$ cat src/rtl/seq_scan_pkg.sv
// +----------------------------------------------------------------------+
// | seq_scan_pkg: state encoding and default geometry for the scan ctrl   |
// | Rev 1.0                                                               |
// +----------------------------------------------------------------------+
`timescale 1ns/1ps
`default_nettype none

package seq_scan_pkg;

  localparam logic [1:0] S_IDLE  = 2'b00;
  localparam logic [1:0] S_LOAD  = 2'b01;
  localparam logic [1:0] S_SHIFT = 2'b10;
  localparam logic [1:0] S_DONE  = 2'b11;

  typedef enum logic [1:0] {
    ST_IDLE  = S_IDLE,
    ST_LOAD  = S_LOAD,
    ST_SHIFT = S_SHIFT,
    ST_DONE  = S_DONE
  } state_t;

  localparam int         DEF_WORD_W  = 8;
  localparam int         DEF_PAT_W   = 4;
  // Wide enough for the largest pattern; instances slice the low PAT_W bits.
  localparam logic [7:0] DEF_PATTERN = 8'b0000_1010;

endpackage

`default_nettype wire

$ cat src/rtl/seq_pat_det.sv
// +----------------------------------------------------------------------+
// | seq_pat_det: overlapping serial pattern detector, registered match    |
// | Rev 1.0                                                               |
// +----------------------------------------------------------------------+
`timescale 1ns/1ps
`default_nettype none

module seq_pat_det #(
  parameter int             PAT_W   = 4,
  parameter logic [PAT_W-1:0] PATTERN = 4'b1010
) (
  input  logic clk,
  input  logic reset,
  input  logic clr,
  input  logic bit_valid,
  input  logic bit_in,
  output logic match,
  output logic hit
);

  localparam logic [3:0] c_FILL_MAX = 4'(PAT_W - 1);

  logic [PAT_W-2:0] r_hist;
  logic [3:0]       r_fill;
  logic [PAT_W-1:0] w_win;

  assign w_win = {r_hist, bit_in};
  // Combinational hit lets the owner update its counter on the same edge as match.
  assign hit   = bit_valid && (r_fill >= c_FILL_MAX) && (w_win == PATTERN);

  always_ff @(posedge clk or negedge reset) begin
    if (!reset) begin
      r_hist <= '0;
      r_fill <= '0;
      match  <= 1'b0;
    end else if (clr) begin
      r_hist <= '0;
      r_fill <= '0;
      match  <= 1'b0;
    end else begin
      match <= hit;
      if (bit_valid) begin
        r_hist <= w_win[PAT_W-2:0];
        if (r_fill < c_FILL_MAX) begin
          r_fill <= r_fill + 4'd1;
        end
      end
    end
  end

endmodule

`default_nettype wire

$ cat src/rtl/seq_scan_ctrl.sv
// +----------------------------------------------------------------------+
// | seq_scan_ctrl: word-to-serial scan scheduler with match counting      |
// | Rev 1.0                                                               |
// +----------------------------------------------------------------------+
`timescale 1ns/1ps
`default_nettype none

module seq_scan_ctrl
  import seq_scan_pkg::*;
#(
  parameter int               WORD_W  = DEF_WORD_W,
  parameter int               PAT_W   = DEF_PAT_W,
  parameter int               CNT_W   = 8,
  parameter logic [PAT_W-1:0] PATTERN = DEF_PATTERN[PAT_W-1:0]
) (
  input  logic              clk,
  input  logic              reset,
  input  logic              start,
  input  logic              in_valid,
  input  logic [WORD_W-1:0] in_data,
  input  logic              in_last,
  output logic              in_ready,
  output logic              busy,
  output logic              match_pulse,
  output logic [CNT_W-1:0]  match_count,
  output logic              overflow,
  output logic              done
);

  localparam int               BC_W      = (WORD_W > 1) ? $clog2(WORD_W) : 1;
  localparam logic [BC_W-1:0]  c_BC_LAST = BC_W'(WORD_W - 1);
  localparam logic [CNT_W-1:0] c_CNT_MAX = {CNT_W{1'b1}};

  state_t            r_state;
  state_t            w_next;
  logic [WORD_W-1:0] r_shift;
  logic [BC_W-1:0]   r_bcnt;
  logic              r_last;
  logic              w_clr;
  logic              w_bit_valid;
  logic              w_load_hs;
  logic              w_hit;

  always_ff @(posedge clk or negedge reset) begin
    if (!reset) r_state <= ST_IDLE;
    else        r_state <= w_next;
  end

  always_comb begin
    w_next      = r_state;
    in_ready    = 1'b0;
    busy        = 1'b0;
    done        = 1'b0;
    w_clr       = 1'b0;
    w_bit_valid = 1'b0;
    w_load_hs   = 1'b0;
    case (r_state)
      ST_IDLE: begin
        if (start) begin
          w_clr  = 1'b1;
          w_next = ST_LOAD;
        end
      end
      ST_LOAD: begin
        in_ready  = 1'b1;
        busy      = 1'b1;
        w_load_hs = in_valid;
        if (in_valid) w_next = ST_SHIFT;
      end
      ST_SHIFT: begin
        busy        = 1'b1;
        w_bit_valid = 1'b1;
        if (r_bcnt == '0) w_next = r_last ? ST_DONE : ST_LOAD;
      end
      ST_DONE: begin
        done   = 1'b1;
        w_next = ST_IDLE;
      end
      default: w_next = ST_IDLE;
    endcase
  end

  always_ff @(posedge clk or negedge reset) begin
    if (!reset) begin
      r_shift <= '0;
      r_bcnt  <= '0;
      r_last  <= 1'b0;
    end else if (w_load_hs) begin
      r_shift <= in_data;
      r_last  <= in_last;
      r_bcnt  <= c_BC_LAST;
    end else if (w_bit_valid) begin
      r_shift <= {r_shift[WORD_W-2:0], 1'b0};
      r_bcnt  <= r_bcnt - 1'b1;
    end
  end

  seq_pat_det #(
    .PAT_W   (PAT_W),
    .PATTERN (PATTERN)
  ) u_det (
    .clk       (clk),
    .reset     (reset),
    .clr       (w_clr),
    .bit_valid (w_bit_valid),
    .bit_in    (r_shift[WORD_W-1]),
    .match     (match_pulse),
    .hit       (w_hit)
  );

  // Counter saturates at all-ones; overflow latches on the edge it gets there.
  always_ff @(posedge clk or negedge reset) begin
    if (!reset) begin
      match_count <= '0;
      overflow    <= 1'b0;
    end else if (w_clr) begin
      match_count <= '0;
      overflow    <= 1'b0;
    end else if (w_hit && (match_count != c_CNT_MAX)) begin
      match_count <= match_count + 1'b1;
      if (match_count == (c_CNT_MAX - 1'b1)) overflow <= 1'b1;
    end
  end

endmodule

`default_nettype wire
$ cat config.mk
export PLATFORM = sky130hd
export DESIGN_NAME = seq_scan_ctrl
export DESIGN_NICKNAME = d
export VERILOG_FILES = /design/src/rtl/seq_scan_pkg.sv /design/src/rtl/seq_pat_det.sv /design/src/rtl/seq_scan_ctrl.sv
export SDC_FILE = /design/constraint.sdc
export NUM_CORES = 1
export LEC_CHECK = 0
export BUFFER_PORTS_ARGS = -buffer_cell sky130_fd_sc_hd__buf_4
export CORE_UTILIZATION = 50
export CTS_CLUSTER_DIAMETER = 50
export DETAILED_ROUTE_END_ITERATION = 16
export GPL_TIMING_DRIVEN = 0
export PLACE_DENSITY = 0.72
export SLEW_MARGIN = 25
export SYNTH_ARGS = -nofsm -noshare
export SYNTH_HDL_FRONTEND = slang
export SYNTH_SLANG_ARGS = --single-unit
$ cat constraint.sdc
create_clock -name clk -period 5.4 [get_ports clk]
set_input_delay 1.08 -clock clk [delete_from_list [all_inputs] [get_ports clk]]
set_output_delay 1.08 -clock clk [all_outputs]
set_load 0.02 [all_outputs]
Word level (Yosys, flattened, before mapping)
Index checks and enable logic that the tools add are counted.
W data, S select, Z words.

cells by class
  add/subtract/negate cells = 3
  $lt $le $gt $ge = 2
  eq/ne operators = 9
  multiplexer cells = 27
  reductions and logical operators = 14

operators by type and width
  cell                   number
  $mux W8                4
  $mux W3                4
  $mux W4                3
  $mux W1                11
  $reduce_bool A2 Y1     5
  $add A8 B1 Y8 const B  1
  $eq A8 B8 Y1 const B   1
  $mux W2                4
  $ne A8 B8 Y1 const B   1
  $pmux W2 S4            1
  $ne A2 B2 Y1 const B   3
  $add A4 B1 Y4 const B  1
  $eq A2 B2 Y1 const B   2
  $eq A4 B4 Y1 const B   1
  $ge A4 B2 Y1 const B   1
  $lt A4 B2 Y1 const B   1
  $reduce_and A2 Y1      2
  $logic_and A1 B1 Y1    3
  $logic_not A3 Y1       1
  $reduce_and A3 Y1      1
  $sub A3 B1 Y3 const B  1
  $eq A2 B1 Y1 const B   1
  $logic_not A2 Y1       1
  $reduce_or A2 Y1       1

word-level totals
  bits in registers = 31
  bits of input ports = 13
  output and inout bits = 13
  logic and storage cells = 64

Longest topological paths before layout
Gate-level depths: netlist of the first run.

  depth in word-level cells = 7
  depth in mapped cells = 7
  mapped depth without buffers = 7

Hierarchy
A second synthesis of the first run with hierarchy kept.

second synthesis, totals
  cell total of the unflattened synthesis = 155
  area, all modules = 1615.3 µm²

by module, submodules not included
  module         times used  cells an instance  area an instance (µm²)  seq. area each (µm²)
  seq_scan_ctrl  1           124                1244.9                  575.6
  seq_pat_det    1           31                 370.4                   200.2

Worst setup path before layout of the first run
OpenSTA, ideal clock, no wires.

  path type = register to register
  start point = register r_state[0]
  end point = register match_count[7]
  setup time = 0.078 ns
  arrival = 1.972 ns
  data required time = 5.322 ns
  path slack = 3.350 ns
  cell stages (with the launch flop) = 7
  path buffers = 0
  period minus slack after synthesis = 2.050 ns
  cell sequence = dfrtp_1 inv_1 ha_1 nand4b_1 or4_4 or4_1 a21oi_1

between the ends
  longest elaborated chain between the ends = 6
  elaborated cells on any way between the ends = 9
  classes of those cells = 1 x eq/ne; 3 x mux; 5 x reduce/logical

RTL lines
  what                              RTL line              source
  start, declared                   seq_scan_ctrl.sv:34   state_t r_state;
  start signal, assigned            seq_scan_ctrl.sv:46   else r_state <= w_next;
  $eq A2 B2 Y1                      seq_scan_ctrl.sv:57   case (r_state)
  $mux W1                           seq_scan_ctrl.sv:57
  $logic_and A1 B1 Y1 (2 in a row)  seq_pat_det.sv:29     assign hit = bit_valid && (r_fill >= c_FILL_MAX) && (w_win == PATTERN);
  $logic_and A1 B1 Y1               seq_scan_ctrl.sv:119  end else if (w_hit && (match_count != c_CNT_MAX)) begin
  $reduce_bool A2 Y1 (no line)      n/a
  end signal, assigned              seq_scan_ctrl.sv:120  match_count <= match_count + 1'b1;
  end, declared                     seq_scan_ctrl.sv:25   output logic [CNT_W-1:0] match_count,

Parallel ways exist; a longest one is shown, timed or not.
A chain may end at the register's enable or synchronous reset.

Final worst setup path of the first run
  start point = register r_state[0]
  end point = output port busy

between the ends
  longest elaborated chain between the ends = 3
  elaborated cells on any way between the ends = 4
  classes of those cells = 2 x eq/ne; 1 x mux; 1 x reduce/logical

RTL lines
  what                                                 RTL line             source
  $eq A2 B2 Y1 / $eq A2 B1 Y1 (equally long branches)  seq_scan_ctrl.sv:57
  $reduce_or A2 Y1 (no line) (*)                       n/a
  $mux W1 (*)                                          seq_scan_ctrl.sv:57
  end, declared                                        seq_scan_ctrl.sv:23  output logic busy,

Every way passes the cells marked *; elsewhere a longest branch is shown, timed or not.

==> results.json, run 1 <==
{
  "clockBufferDepth": 2,
  "fill_cells": 220,
  "first_pass_iters": 10,
  "synth.top_cell.area_share": 0.5057,
  "holdPathStages": 1,
  "initial_utilization": 0.5422,
  "startpoint_type": "flop",
  "p_clk_frac": 0.187,
  "violations": "design-rule violations",
  "worst_ep_arrival_time_ns": 1.29,
  "worst-path-max-fanout": 4,
  "vias_per_cell": 5.793,
  "core_area_um2": 2829,
  "die_w_um": 57.39,
  "slew_viol_final": 0,
  "finalHoldViolCount": 0,
  "cap_violations": 0,
  "cts-root-buf": "clkbuf_4",
  "synthesis.area_um2": 1534,
  "clkTransAtPathRegs_ns": 0.09,
  "synth_cell_type_count": 31,
  "rr_worst_depth": 7,
  "hold_ws_ns": 0.4950,
  "clk_latency_ns": 0.32,
  "max_freq_mhz": 422.6,
  "post_cts_buffers": 0,
  "overflow": 0,
  "hpwl_mm": 2.202,
  "dp_cells": 209,
  "max_slew_margin": 0.5584,
  "critical_path_class": "flop to output pin",
  "ys_ff_latch": 31,
  "final_area_um2": 1829,
  "worstPathBufferInverterCount": 2,
  "placed_cell_area_um2": 1760,
  "drc": 1,
  "fin_cells": 217,
  "n_antenna_cell": 0,
  "synth_compound_area_frac": 0.1126,
  "yosys-top-cells-area": "dfrtp_1 51%, ha_1 8.2%, mux2i_1 6.5%",
  "final_util": 0.6466,
  "final.setup.tns_ns": 0,
  "synth_simple_gate_area_frac": 0.1794,
  "setup_viol": 0,
  "crit_slowest_cell": "dfrtp_1",
  "grt_first_pass_wirelength_mm": 5.230,
  "synth_top_family_by_area": "simple AND/OR/NAND/NOR gates",
  "powerDensity_nw_per_um2": 441.9,
  "syn-num-nets": 176,
  "synth_mux_area_frac": 0.07259,
  "fp.dieH_um": 57.39,
  "intPower_mw": 0.5096,
  "vias": 1257,
  "clock_sinks": 31,
  "crit_chain": "inv_1, ha_1, buf_4",
  "p_leak_nw": 0.8721,
  "yosys.area_share.xor_xnor": 0.01142,
  "hold_path_class": "flop to flop",
  "boundaryPins": 26,
  "seq_area_frac_synth": 0.5057,
  "wire_per_inst_um": 14.06,
  "crit_cells": 3,
  "synthMostInstantiatedCell": "dfrtp_1",
  "synth_cells": 153,
  "synth-edff-count": 0,
  "portBuffers": 25,
  "synth_adder_area_share": 0.08157,
  "h-tree-depth": 2,
  "rsz0062_at_grt": "false",
  "antenna_found_initial": 0,
  "cts_tree": "yes",
  "hold_buffers": 0,
  "grt_util_all_layers": 0.2106,
  "fin_crit_sh": 0.4382,
  "p_switching_mw": 0.2988,
  "ys.flop_type": "dfrtp_1",
  "die-area_um2": 3294,
  "drt_wl_total_mm": 3.052,
  "fp-row-count": 19,
  "power_frac_seq": 0.429,
  "outcome": "finished, violations left",
  "regToRegSetupSlack_ns": 3.07,
  "layout-drive-gt1-share": 0.1774,
  "nNetsFinal": 208,
  "grt_max_degree": 32,
  "finalCriticalPeriod_ns": 2.366,
  "grt_pass1_vias": 1197,
  "irDropWorstVdd_mv": 0.3281,
  "async_flop_share": 1.000,
  "ctsResizeCount": 0,
  "pwr-share-comb": 0.384,
  "yosys_warnings": 0,
  "syn2layout_area_growth_pct": 19.25,
  "syn_avg_cell_area_um2": 10.03,
  "cp_top_family": "flip-flops",
  "cts_inserted_buffers": 5,
  "finalClockSkew_ns": 0.003245,
  "yosysTopAreaCell": "dfrtp_1",
  "p_sw_frac": 0.3696,
  "critPathMaxStageDelay_ns": 0.41,
  "tightest_slew_ns": 0.6624,
  "place.gp.congestion": 0.7444,
  "crit_path_end_kind": "output pin",
  "antenna_left": 0,
  "drtIter0Drc": 65,
  "worstPathRequired_ns": 4.32,
  "ys_top_cells_by_count": "31 x dfrtp_1, 14 x a21oi_1, 13 x nand2_1, 13 x nor2_1"
}
-- worst register-to-register path, delay by kind of cell (launching register included) --
family / cells / cell delay, ns
simple gates: 3 / 1.09
flops: 1 / 0.43
buf+inv: 2 / 0.34
fa+ha+maj: 1 / 0.25
compound gates: 1 / 0.16
-- through the flow --
step	total power, mW	worst slack [ns]
after detailed placement	0.6617	3.125
after CTS	0.8166	3.019
after global placement	0.6416	3.210
after global routing	0.8716	2.925
after floorplan	0.5733	3.350
final	0.8084	3.034
-- cells in the final DEF (no fill, tap or decap), types with 4 or more instances in the layout --
| cell | count |
|---|---|
| nor2_1 | 13 |
| dfrtp_1 | 31 |
| o21ai_0 | 5 |
| a21oi_1 | 14 |
| inv_1 | 10 |
| clkbuf_4 | 5 |
| ha_1 | 10 |
| nand3_1 | 8 |
| buf_4 | 25 |
| mux2i_1 | 10 |
| clkbuf_1 | 4 |
| nand2_1 | 13 |
| or3_1 | 4 |
-- layer usage --
metal	vias up	GRT usage	routed length (um)
li1	606	-	-
met1	613	0.2808	1395
met2	31	0.3189	1460
met3	7	0.05669	150
met4	0	0.1010	46
met5	-	0	0
-- logic make-up (layout without fill, tap and decap cells) --
logic type                 Yosys count  count (layout)
and+or+nand+nor                     54              54
buffers and inverters               15              48
adders and majority gates           10              10
DFF                                 31              31
xor gates and xnor gates             2               2
AOI/OAI and AO/OA                   30              30
muxes                               11              11
-- power by group through the flow --
stage	Combinational, mW	Sequential (mW)	Clock (mW)
floorplan	0.237	0.336	0
global placement	0.298	0.344	0
detailed placement	0.312	0.350	0
CTS	0.315	0.345	0.156
global route	0.352	0.354	0.166
finish	0.310	0.347	0.151
-- flip-flops by register name, indices dropped and copies added (netlist names), 2 cells and up --
register	flops
match_count	8
r_shift	8
u_det.r_fill	4
r_bcnt	3
u_det.r_hist	3
r_state	2
-- area by class of cell --
| class | count | area, um2 | area share |
|---|---|---|---|
| sequential | 31 | 775.7 | 0.4241 |
| multi-input combinational | 107 | 701.9 | 0.3837 |
| timing repair buffer | 25 | 187.7 | 0.1026 |
| clock buffer | 8 | 68.82 | 0.03762 |
| tap | 31 | 38.79 | 0.02120 |
| inverter | 10 | 37.54 | 0.02052 |
| buffer | 5 | 18.77 | 0.01026 |
-- path summary, 6_finish.rpt --
| path | from | to |
|---|---|---|
| worst max-delay path | r_state[0]$_DFFE_PN0P_ | busy |
| worst min-delay path | u_det.r_fill[3]$_DFFE_PN0P_ | u_det.r_fill[3]$_DFFE_PN0P_ |
| worst max register to register | r_state[0]$_DFFE_PN0P_ | match_count[3]$_DFFE_PN0P_ |
| worst min register to register | u_det.r_fill[3]$_DFFE_PN0P_ | u_det.r_fill[3]$_DFFE_PN0P_ |
| max in group asynchronous | reset | match_count[4]$_DFFE_PN0P_ |
| min in group asynchronous | reset | r_shift[6]$_DFFE_PN0P_ |
No activity file was read; power rests on OpenSTA's default activity.
==> run 2, diff against run 1 <==
==> constraint.sdc (replaced) <==
create_clock -name clk -period 2.4 [get_ports clk]
set_input_delay 0.48 -clock clk [delete_from_list [all_inputs] [get_ports clk]]
set_output_delay 0.48 -clock clk [all_outputs]
set_load 0.02 [all_outputs]
==> run 2 against run 1 <==
The flow still finishes with violations (design-rule violations). Flip-flop and latch count stayed put. Clock power is 130% higher. Critical path depth is 3 higher. Routed wire length is 1.0% lower. Via count is 0.88% lower. Clock skew hardly changed. Count of clock-buffer cells in the layout stayed put. Cell count is 0.46% lower. Core utilization hardly changed. Combinational power is 130% higher. First-iteration DRC count is 9.2% higher. Sequential share of layout area hardly changed.
==> results.json, run 2 (synthesis results as in run 1) <==
{
  "die_w_um": 57.39,
  "finalHoldViolCount": 0,
  "fp.dieH_um": 57.39,
  "core_area_um2": 2829,
  "fill_cells": 220,
  "outcome": "finished, violations left",
  "nNetsFinal": 207,
  "boundaryPins": 26,
  "finalPower_mw": 1.818,
  "post_cts_buffers": 0,
  "clockBufferDepth": 2,
  "startpoint_type": "flop",
  "slew_viol_final": 0,
  "antenna_found_initial": 0,
  "layout_common_cells": "31 x dfrtp_1, 25 x buf_4, 14 x a21oi_1",
  "fp-row-count": 19,
  "tightest_slew_ns": 0.6627,
  "syn2layout_area_growth_pct": 19.33,
  "hold_ws_ns": 0.07690,
  "worst_ep_arrival_time_ns": 2.53,
  "fin_crit_sh": 0.9514,
  "regToRegSetupSlack_ns": 0.12,
  "hpwl_mm": 2.202,
  "violations": "design-rule violations",
  "powerDensity_nw_per_um2": 993.0,
  "grt_util_all_layers": 0.2106,
  "place.gp.congestion": 0.7444,
  "drt_wl_total_mm": 3.021,
  "worst-path-max-fanout": 6,
  "rsz0062_at_grt": "false",
  "hold_path_class": "primary input to async pin",
  "clk_latency_ns": 0.32,
  "grt_max_degree": 32,
  "grt_pass1_vias": 1197,
  "max_slew_margin": 0.5582,
  "hold_buffers": 0,
  "portBuffers": 25,
  "wire_per_inst_um": 13.99,
  "setup_viol": 0,
  "cap_violations": 0,
  "clock_sinks": 31,
  "cts_inserted_buffers": 5,
  "vias": 1246,
  "final.setup.tns_ns": 0,
  "p_leak_nw": 0.8726,
  "die-area_um2": 3294,
  "initial_utilization": 0.5422,
  "n_antenna_cell": 0,
  "worstPathRequired_ns": 2.65,
  "overflow": 0,
  "layout-drive-gt1-share": 0.1838,
  "drc": 1,
  "reg.largest.list": "match_count: 8 flops, r_shift: 8 flops, u_det.r_fill: 4 flops",
  "rr_worst_depth": 6,
  "ctsResizeCount": 0,
  "grt_first_pass_wirelength_mm": 5.230,
  "first_pass_iters": 10,
  "cts_tree": "yes",
  "dp_cells": 209,
  "r2r-end": "match_count[7]$_DFFE_PN0P_",
  "final_common_cell": "dfrtp_1",
  "regToRegStartpoint": "r_state[0]$_DFFE_PN0P_",
  "vias_per_cell": 5.769,
  "finalClockSkew_ns": 0.002894,
  "antenna_left": 0,
  "crit_path_end_kind": "flop",
  "clkTransAtPathRegs_ns": 0.09,
  "fin_cells": 216,
  "cts-root-buf": "clkbuf_4",
  "h-tree-depth": 2,
  "critical_path_class": "flop to flop",
  "finalCriticalPeriod_ns": 2.283,
  "drtIter0Drc": 71,
  "irDropWorstVdd_mv": 0.7465,
  "max_freq_mhz": 438.0
}
## run 2: worst max path at each step
stage,startpoint,endpoint,depth (start not counted)
after CTS,r_state[0]$_DFFE_PN0P_,match_count[3]$_DFFE_PN0P_,7
after global routing,r_state[0]$_DFFE_PN0P_,match_count[7]$_DFFE_PN0P_,6
after detailed placement,r_state[0]$_DFFE_PN0P_,match_count[3]$_DFFE_PN0P_,7
after global placement,r_state[0]$_DFFE_PN0P_,match_count[3]$_DFFE_PN0P_,7
final,r_state[0]$_DFFE_PN0P_,match_count[7]$_DFFE_PN0P_,6
after floorplan,r_state[0]$_DFFE_PN0P_,match_count[7]$_DFFE_PN0P_,6
## run 2: layout make-up
type | instances | area [um2] | area share
buffer | 4 | 15.01 | 0.008202
clock buffer | 8 | 68.82 | 0.03759
inverter | 10 | 37.54 | 0.02051
multi-input combinational | 107 | 706.9 | 0.3862
sequential | 31 | 775.7 | 0.4238
tap | 31 | 38.79 | 0.02119
timing repair buffer | 25 | 187.7 | 0.1025
## run 2: metrics by stage
stage	instance area, um2	setup slack, ns	utilization
after floorplan	1534	0.3496	-
after global placement	1760	0.2100	0.6223
after detailed placement	1760	0.1251	0.6223
after CTS	1829	0.09297	0.6466
after global routing	1831	0.02250	0.6471
final	1831	0.1167	0.6471
## run 2: where the power goes
part / internal (mW) / leakage, nW / switching (mW)
Sequential: 0.673 / 0.390 / 0.107
Combinational: 0.302 / 0.444 / 0.396
Clock: 0.172 / 0.0386 / 0.168
## run 2: worst max-delay path, cell delays in order (launching register included)
cell and delay (ns):
dfrtp_1 0.43, inv_1 0.13, ha_1 0.26, nand4b_1 0.20
or4_4 0.56, or4_1 0.48, a21oi_1 0.15
## run 2: per-layer routing
metal / GRT usage / vias up / wire length [um]
li1: - / 603 / -
met1: 0.2808 / 607 / 1392
met2: 0.3189 / 29 / 1440
met3: 0.05669 / 7 / 140
met4: 0.1010 / 0 / 46
met5: 0 / - / 0
